### src/rtl/usb_cdc_xform_fifo.sv
// usb_cdc_xform_fifo: per-channel transforming byte FIFO between usb_cdc bulk OUT and bulk IN streams
module usb_cdc_xform_fifo #(
  parameter int CHANNELS = 1,
  parameter int DEPTH = 16,
  localparam int CW = $clog2(DEPTH + 1)
) (
  input  logic                    clk_i,
  input  logic                    rst_i,
  input  logic [8*CHANNELS-1:0]   s_data_i,
  input  logic [CHANNELS-1:0]     s_valid_i,
  output logic [CHANNELS-1:0]     s_ready_o,
  output logic [8*CHANNELS-1:0]   m_data_o,
  output logic [CHANNELS-1:0]     m_valid_o,
  input  logic [CHANNELS-1:0]     m_ready_i,
  input  logic [2*CHANNELS-1:0]   mode_i,
  input  logic [CHANNELS-1:0]     flush_i,
  output logic [CW*CHANNELS-1:0]  level_o
);
  localparam int PW = $clog2(DEPTH - 1);

  function automatic logic [7:0] xform(input logic [7:0] b, input logic [1:0] m);
    logic w_alpha;
    w_alpha = (b >= 8'h41 && b <= 8'h5A) || (b >= 8'h61 && b <= 8'h7A);
    return m == 2'd1 ? b + 8'd1 : m == 2'd2 ? (w_alpha ? b ^ 8'h20 : b) : m == 2'd3 ? ~b : b;
  endfunction

  for (genvar c = 0; c < CHANNELS; c++) begin : g_ch
    logic [7:0]    r_mem [DEPTH-1];
    logic [PW-1:0] r_wp, r_rp;
    logic [CW-1:0] r_cnt;
    logic          r_v;
    logic [7:0]    r_out;
    logic [CW-1:0] w_level;
    logic [7:0]    w_byte;
    logic          w_wr, w_pop, w_load, w_ram_rd, w_ram_wr;
    assign w_level  = r_cnt + CW'(r_v);
    assign w_byte   = xform(s_data_i[8*c +: 8], mode_i[2*c +: 2]);
    assign w_wr     = s_valid_i[c] && w_level != CW'(DEPTH) && !flush_i[c];
    assign w_pop    = r_v && m_ready_i[c] && !flush_i[c];
    // Output register refills whenever it is empty or being popped this cycle.
    assign w_load   = !r_v || w_pop;
    assign w_ram_rd = w_load && r_cnt != '0;
    // A write into an empty pipeline lands straight in the output register.
    assign w_ram_wr = w_wr && !(w_load && r_cnt == '0);
    always_ff @(posedge clk_i)
      if (w_ram_wr) r_mem[r_wp] <= w_byte;
    always_ff @(posedge clk_i or posedge rst_i)
      if (rst_i) begin
        r_wp  <= '0;
        r_rp  <= '0;
        r_cnt <= '0;
        r_v   <= 1'b0;
        r_out <= '0;
      end else if (flush_i[c]) begin
        r_wp  <= '0;
        r_rp  <= '0;
        r_cnt <= '0;
        r_v   <= 1'b0;
      end else begin
        if (w_ram_wr) r_wp <= r_wp == PW'(DEPTH - 2) ? '0 : r_wp + 1'b1;
        if (w_ram_rd) r_rp <= r_rp == PW'(DEPTH - 2) ? '0 : r_rp + 1'b1;
        r_cnt <= r_cnt + CW'(w_ram_wr) - CW'(w_ram_rd);
        if (w_load) begin
          r_v   <= w_ram_rd || w_wr;
          r_out <= w_ram_rd ? r_mem[r_rp] : w_wr ? w_byte : r_out;
        end
      end
    assign s_ready_o[c]          = w_level != CW'(DEPTH);
    assign m_valid_o[c]          = r_v;
    assign m_data_o[8*c +: 8]    = r_out;
    assign level_o[CW*c +: CW]   = w_level;
  end
endmodule
### config.mk
export PLATFORM = sky130hd
export DESIGN_NAME = usb_cdc_xform_fifo
export DESIGN_NICKNAME = d
export VERILOG_FILES = /design/src/rtl/usb_cdc_xform_fifo.sv
export SDC_FILE = /design/constraint.sdc
export NUM_CORES = 1
export LEC_CHECK = 0
export CORE_MARGIN = 2
export CORE_UTILIZATION = 55
export DETAILED_ROUTE_END_ITERATION = 8
export DONT_BUFFER_PORTS = 1
export HOLD_SLACK_MARGIN = 0.15
export PLACE_DENSITY = 0.76
export RECOVER_POWER = 25
export SLEW_MARGIN = 15
export SYNTH_ARGS = -nofsm -noshare
export SYNTH_HDL_FRONTEND = slang
export SYNTH_SLANG_ARGS = --single-unit
### constraint.sdc
create_clock -name clk_i -period 3.23 [get_ports clk_i]
set_clock_uncertainty 0.1 [all_clocks]
set_input_delay 0.646 -clock clk_i [delete_from_list [all_inputs] [get_ports clk_i]]
set_output_delay 0.646 -clock clk_i [all_outputs]
set_load 0.02 [all_outputs]
Word-level counts from Yosys, hierarchy flattened

Memory sizes are Yosys's and may differ from the RTL's.
Cells that the tools add are included.

Bitwise operators: 3
Reductions and logical operators: 22
Add/sub/neg operators: 6
Equal/unequal tests: 6
Mux-type cells: 17
Magnitude comparators: 4

Operators by type and width:

| kind                  | count |
|---|---|
| $mux W8               | 5 |
| $mux W4               | 6 |
| $ge A8 B7 Y1 const B  | 2 |
| $le A8 B7 Y1 const B  | 2 |
| $add A5 B1 Y5         | 2 |
| $logic_and A1 B1 Y1   | 9 |
| $add A4 B1 Y4 const B | 2 |
| $add A8 B1 Y8 const B | 1 |
| $eq A4 B4 Y1 const B  | 2 |
| $not A8 Y8            | 1 |
| $reduce_bool A2 Y1    | 4 |
| $mux W6               | 1 |
| $logic_not A5 Y1      | 1 |
| $mux W5               | 1 |
| $ne A5 B5 Y1 const B  | 1 |
| $reduce_bool A5 Y1    | 1 |
| $sub A5 B1 Y5         | 1 |
| $eq A2 B2 Y1 const B  | 2 |
| $mux W1               | 4 |
| $logic_not A1 Y1      | 3 |
| $logic_or A1 B1 Y1    | 3 |
| $reduce_and A3 Y1     | 1 |
| $eq A2 B1 Y1 const B  | 1 |
| $not A1 Y1            | 2 |

Output and inout port bits: 15
Bits in writable memories: 120
Word-level logic and storage cells: 64
Input port bits: 15
Flip-flop bits (word level): 22
Memories kept: 1

Memories:

| memory        | words | bits a word | read ports | clocked after memory_dff | wr ports | line | RTL |
|---|---|---|---|---|---|---|---|
| g_ch[0].r_mem | 15    | 8           | 1          | 0                        | 1        | 28   | `logic [7:0] r_mem [DEPTH-1];` |

Logic depth before layout (Yosys ltp)

Word-level depth: 9
Gate-level depth with buffers: 16
Depth with buffers taken out: 16

Worst setup path before layout

Ideal clock, no wire load.

Path type: flip-flop to flip-flop
From: register g_ch[0].r_v, in the netlist m_valid_o
To: register g_ch[0].r_cnt[4]
Arrival time: 3160 ps
Period minus slack after synthesis: 3339 ps
Setup time: 78 ps
Data required time: 3052 ps
Cell stages (with the launch flop): 16
Path buffers: 0
Slack: -109 ps
Path through: dfrtp_1 ha_1 ha_1 nor4_2 a2111oi_4 inv_1 ha_1 inv_1 ha_1 inv_1 fa_1 inv_1 a21oi_1 nor2_1 or3_1 a21oi_1

Elaborated cells between the ends (all ways): 15
Classes of those cells: add/sub: 3; eq/ne: 1; mux: 1; reduce/logical: 10

RTL lines:

| what                             | line | RTL |
|---|---|---|
| from (decl)                      | 31   | `logic r_v;` |
| from (signal assigned)           | 64   | `r_v <= w_ram_rd \|\| w_wr;` |
| $add A5 B1 Y5                    | 36   | `assign w_level = r_cnt + CW'(r_v);` |
| via level_o[1]                   | 17   | `output logic [CW*CHANNELS-1:0] level_o` |
| $ne A5 B5 Y1                     | 38   | `assign w_wr = s_valid_i[c] && w_level != CW'(DEPTH) && !flush_i[c];` |
| $logic_and A1 B1 Y1 (2 in a row) | 38   |  |
| $logic_and A1 B1 Y1              | 44   | `assign w_ram_wr = w_wr && !(w_load && r_cnt == '0);` |
| $add A5 B1 Y5                    | 62   | `r_cnt <= r_cnt + CW'(w_ram_wr) - CW'(w_ram_rd);` |
| $sub A5 B1 Y5                    | 62   |  |
| $mux W5                          | 54   | `end else if (flush_i[c]) begin` |
| to (signal assigned)             | 62   |  |
| to (decl)                        | 30   | `logic [CW-1:0] r_cnt;` |

The timed path passes the listed nets, and every way through them passes these cells.
A chain may end at the register's enable or synchronous reset.

Worst setup path after layout

From: register g_ch[0].r_cnt[0]
To: register g_ch[0].r_cnt[4]

Cells in the longest elaborated chain, start to end: 8
Elaborated cells between the ends (all ways): 13
Classes of those cells: add/sub: 3; eq/ne: 1; mux: 1; reduce/logical: 8

RTL lines:

| what                             | line |
|---|---|
| $add A5 B1 Y5                    | 36 |
| $ne A5 B5 Y1                     | 38 |
| $logic_and A1 B1 Y1 (2 in a row) | 38 |
| $logic_and A1 B1 Y1              | 44 |
| $add A5 B1 Y5                    | 62 |
| $sub A5 B1 Y5 *                  | 62 |
| $mux W5 *                        | 54 |

Mark *: on every way between the ends. The rest lies on a longest branch, timed or not.

==> flow_summary.yaml <==
sta:
  fmax_ghz: 0.311
  rsz0062_at_grt: "yes"
  fin_tns_setup_ns: 0
  period_needed_ns: 3.22
  worstMarginPinSlew_ns: 1.30
  slew_headroom_pct: 12.5
  setup_viol: 0
  fin_crit_sh_pct: 99.5
  finalMaxSlewViolations: 0
  worst_slack_ns: 0.0147
  holdWs_ns: 0.188
  hold_viol_final: 0
floorplan:
  die_h_um: 112
  core_area_um2: 11500
  initial_core_util_pct: 56.4
  die_area_um2: 12600
  ios: 30
  die_w_um: 112
  rows: 39
clocking:
  tritoncts: "yes"
  cts.hold.buffers_added: 0
  cts-htree-levels: 4
  numCtsBuffers: 17
  cts_root_buffer: "clkbuf_16"
  clkLatencyLatePin_ns: 0.42
  numClockSinks: 142
  clk_path_buf_depth: 2
  clk_pin_slew_ns: 0.06
drt:
  drt-vias-per-instance: 6.13
  drt-total-wl_mm: 12.8
  ant_nets: 0
  num_vias: 3713
  wl_per_cell_um: 21.1
  route.detailed.drc: 0
  dr.pass1.iters: 5
  drt_iter0_markers: 354
worst_setup_path:
  r2r_slack_ns: 0.01
  r2r-start: "g_ch[0].r_cnt[0]"
  endpoint_kind: "flop"
  reg2reg_depth: 16
  start_kind: "flop"
  path_class: "reg -> reg"
  arrival_ns: 3.46
  crit_required_ns: 3.47
  r2r_end: "g_ch[0].r_cnt[4]"
  crit_fanout: 4
placement:
  io_buffers: 0
  dp.final_hpwl_mm: 8.20
  post-place-ws_ns: -0.00113
  postPlaceCellArea_um2: 6800
  place_congestion: 0.825
synthesis:
  syn_nets: 448
  synthCells: 416
  synth.cell_area_um2: 6460
  ys_ff_latch: 142
  ys_warn_count: 0
  synth_ff_type: "edfxtp_1"
  avgSynthCellArea_um2: 15.5
  yosysUniqueCellTypes: 58
  seq_area_frac_synth_pct: 64.3
  ys_async_sr_fraction_pct: 15.5
  synth-edff-count: 120
grt:
  grt_start_max_net_pins: 32
  grt_pass1_vias: 3790
  antenna_found_initial: 0
  grt_first_pass_wirelength_mm: 20.2
  grt_overflow: 0
  track_usage_pct: 21.5
worst_hold_path:
  whs_endpoint: "g_ch[0].r_cnt[4]"
  hold_depth: 1
  hold_start: "flush_i"
  min_path_type: "in -> reg"
final_layout:
  syn2layout_area_growth_pct: 15.1
  nets: 482
  multi_input_area_um2: 2170
  diodes: 0
  num-fill-cells: 765
  fin_area_um2: 7440
  drive_gt1_share_pct: 28.5
  seq_area_um2: 4160
power:
  power.total_w: 0.00580
  p_per_area_nw_per_um2: 779
  ir_drop_mv: 0.489
  p_leak_nw: 2.60
run_status:
  status: "completed"
run:
  max_cap_viol_count: 0
==> placed cells by master (no fill, tap or decap), types with 2 or more instances in the layout <==
cell / Yosys / routed
edfxtp_1: 120 / 120
buf_4: 0 / 35
mux4_2: 31 / 31
nand2_1: 27 / 27
nor2_1: 27 / 27
inv_1: 25 / 22
o21ai_0: 20 / 20
dfrtp_1: 22 / 20
clkbuf_16: 0 / 17
ha_1: 16 / 13
a21oi_1: 12 / 10
mux2i_1: 8 / 8
nor3_1: 7 / 7
and3_1: 6 / 6
a31oi_2: 5 / 5
nand3b_1: 5 / 5
inv_6: 0 / 5
xor2_1: 4 / 4
xnor2_1: 5 / 4
nor2b_1: 4 / 4
a21oi_2: 2 / 3
a211oi_1: 3 / 3
inv_2: 0 / 3
or2_2: 3 / 3
ha_4: 0 / 3
clkinv_2: 0 / 3
a21o_1: 2 / 2
nand4b_1: 2 / 2
and3b_1: 2 / 2
nor2_2: 2 / 2
o22ai_1: 2 / 2
a21boi_0: 2 / 2
o211ai_1: 2 / 2
nand3_1: 2 / 2
or3_1: 2 / 2
clkinv_4: 0 / 2
clkinvlp_4: 0 / 2
dfrtp_2: 0 / 2
==> report_power, final <==
| part | internal, W | switching, W |
|---|---|---|
| registers | 0.00214 | 0.000187 |
| clock network | 0.00107 | 0.000768 |
| logic | 0.000773 | 0.000853 |
==> metal layers <==
metal  GRT usage, %  vias up  share of wire, %
met5              0        -                 0
met4           7.89        0               1.7
met3           5.83       21               7.3
met2           34.5      163                50
met1           28.7     1868                41
li1               -     1661                 -
==> state kept, by name, indices dropped and copies added (netlist names) <==
signal,cells
m_valid_o,1
g_ch.r_cnt,5
g_ch.r_mem,120
m_data_o,8
g_ch.r_rp,4
g_ch.r_wp,4
==> repair_timing <==
item | 4_1_cts | 5_1_grt
resized for setup | 1 | 10
endpoints found under the setup margin | 1 | 1
cloned | 0 | 0
setup buffers | 1 | 4
pin swaps | 0 | 11
==> worst max-delay path, stage by stage, from the launching register on <==
cell and delay, ns:
dfrtp_1 0.43, ha_4 0.20, ha_4 0.16, nand4b_1 0.12, o311ai_4 0.14, a2111oi_4 0.39
inv_1 0.09, ha_1 0.30, inv_2 0.05, ha_4 0.15, inv_2 0.05, fa_2 0.22
inv_2 0.04, a21oi_2 0.13, nor2_1 0.06, or3_1 0.38, a21oi_2 0.12
==> cells in the mapped netlist (3+ instances only) <==
cell type	instances	area, um2
a211oi_1	3	22.5
a21oi_1	12	60.1
a31oi_2	5	62.6
and3_1	6	37.5
buf_1	3	11.3
buf_2	4	20.0
buf_6	4	45.0
clkbuf_1	10	37.5
dfrtp_1	22	551
edfxtp_1	120	3600
ha_1	16	200
inv_1	25	93.8
mux2i_1	8	80.1
mux4_2	31	698
nand2_1	27	101
nand3b_1	5	37.5
nor2_1	27	101
nor2b_1	4	25.0
nor3_1	7	35.0
o21ai_0	20	100
or2_2	3	18.8
xnor2_1	5	43.8
xor2_1	4	35.0
==> logic make-up after synthesis <==
logic type / after synthesis / synth area share [%]
buf+inv: 46 / 3.21
compound gates: 65 / 7.76
simple gates: 97 / 7.94
fa+ha+maj: 17 / 3.41
xor+xnor: 9 / 1.22
mux: 40 / 12.2
flops: 142 / 64.3
==> layout make-up <==
type                            count  area share [%]
Tap cell                          143            2.40
Multi-Input combinational cell    228            29.1
Inverter                           25            1.26
Clock inverter                     14            1.78
Clock buffer                       18            5.77
Sequential cell                   142            55.9
Timing Repair Buffer               36            3.80
==> stage by stage <==
stage | util, % | std cells
final | 64.9 | 606
after global routing | 64.9 | 606
after CTS | 64.3 | 602
after detailed placement | 59.3 | 569
after global placement | 59.2 | 569
after floorplan | - | 416
==> worst max path at each step <==
stage | depth (start not counted) | end | start
4_1_cts | 16 | g_ch[0].r_cnt[4] | g_ch[0].r_cnt[0]
3_5_place_dp | 16 | g_ch[0].r_cnt[4] | g_ch[0].r_cnt[0]
2_1_floorplan | 16 | g_ch[0].r_cnt[4] | m_valid_o
6_report | 16 | g_ch[0].r_cnt[4] | g_ch[0].r_cnt[0]
5_1_grt | 16 | g_ch[0].r_cnt[4] | g_ch[0].r_cnt[0]
3_3_place_gp | 16 | g_ch[0].r_cnt[4] | g_ch[0].r_cnt[0]
No activity file was read; power rests on OpenSTA's default activity.
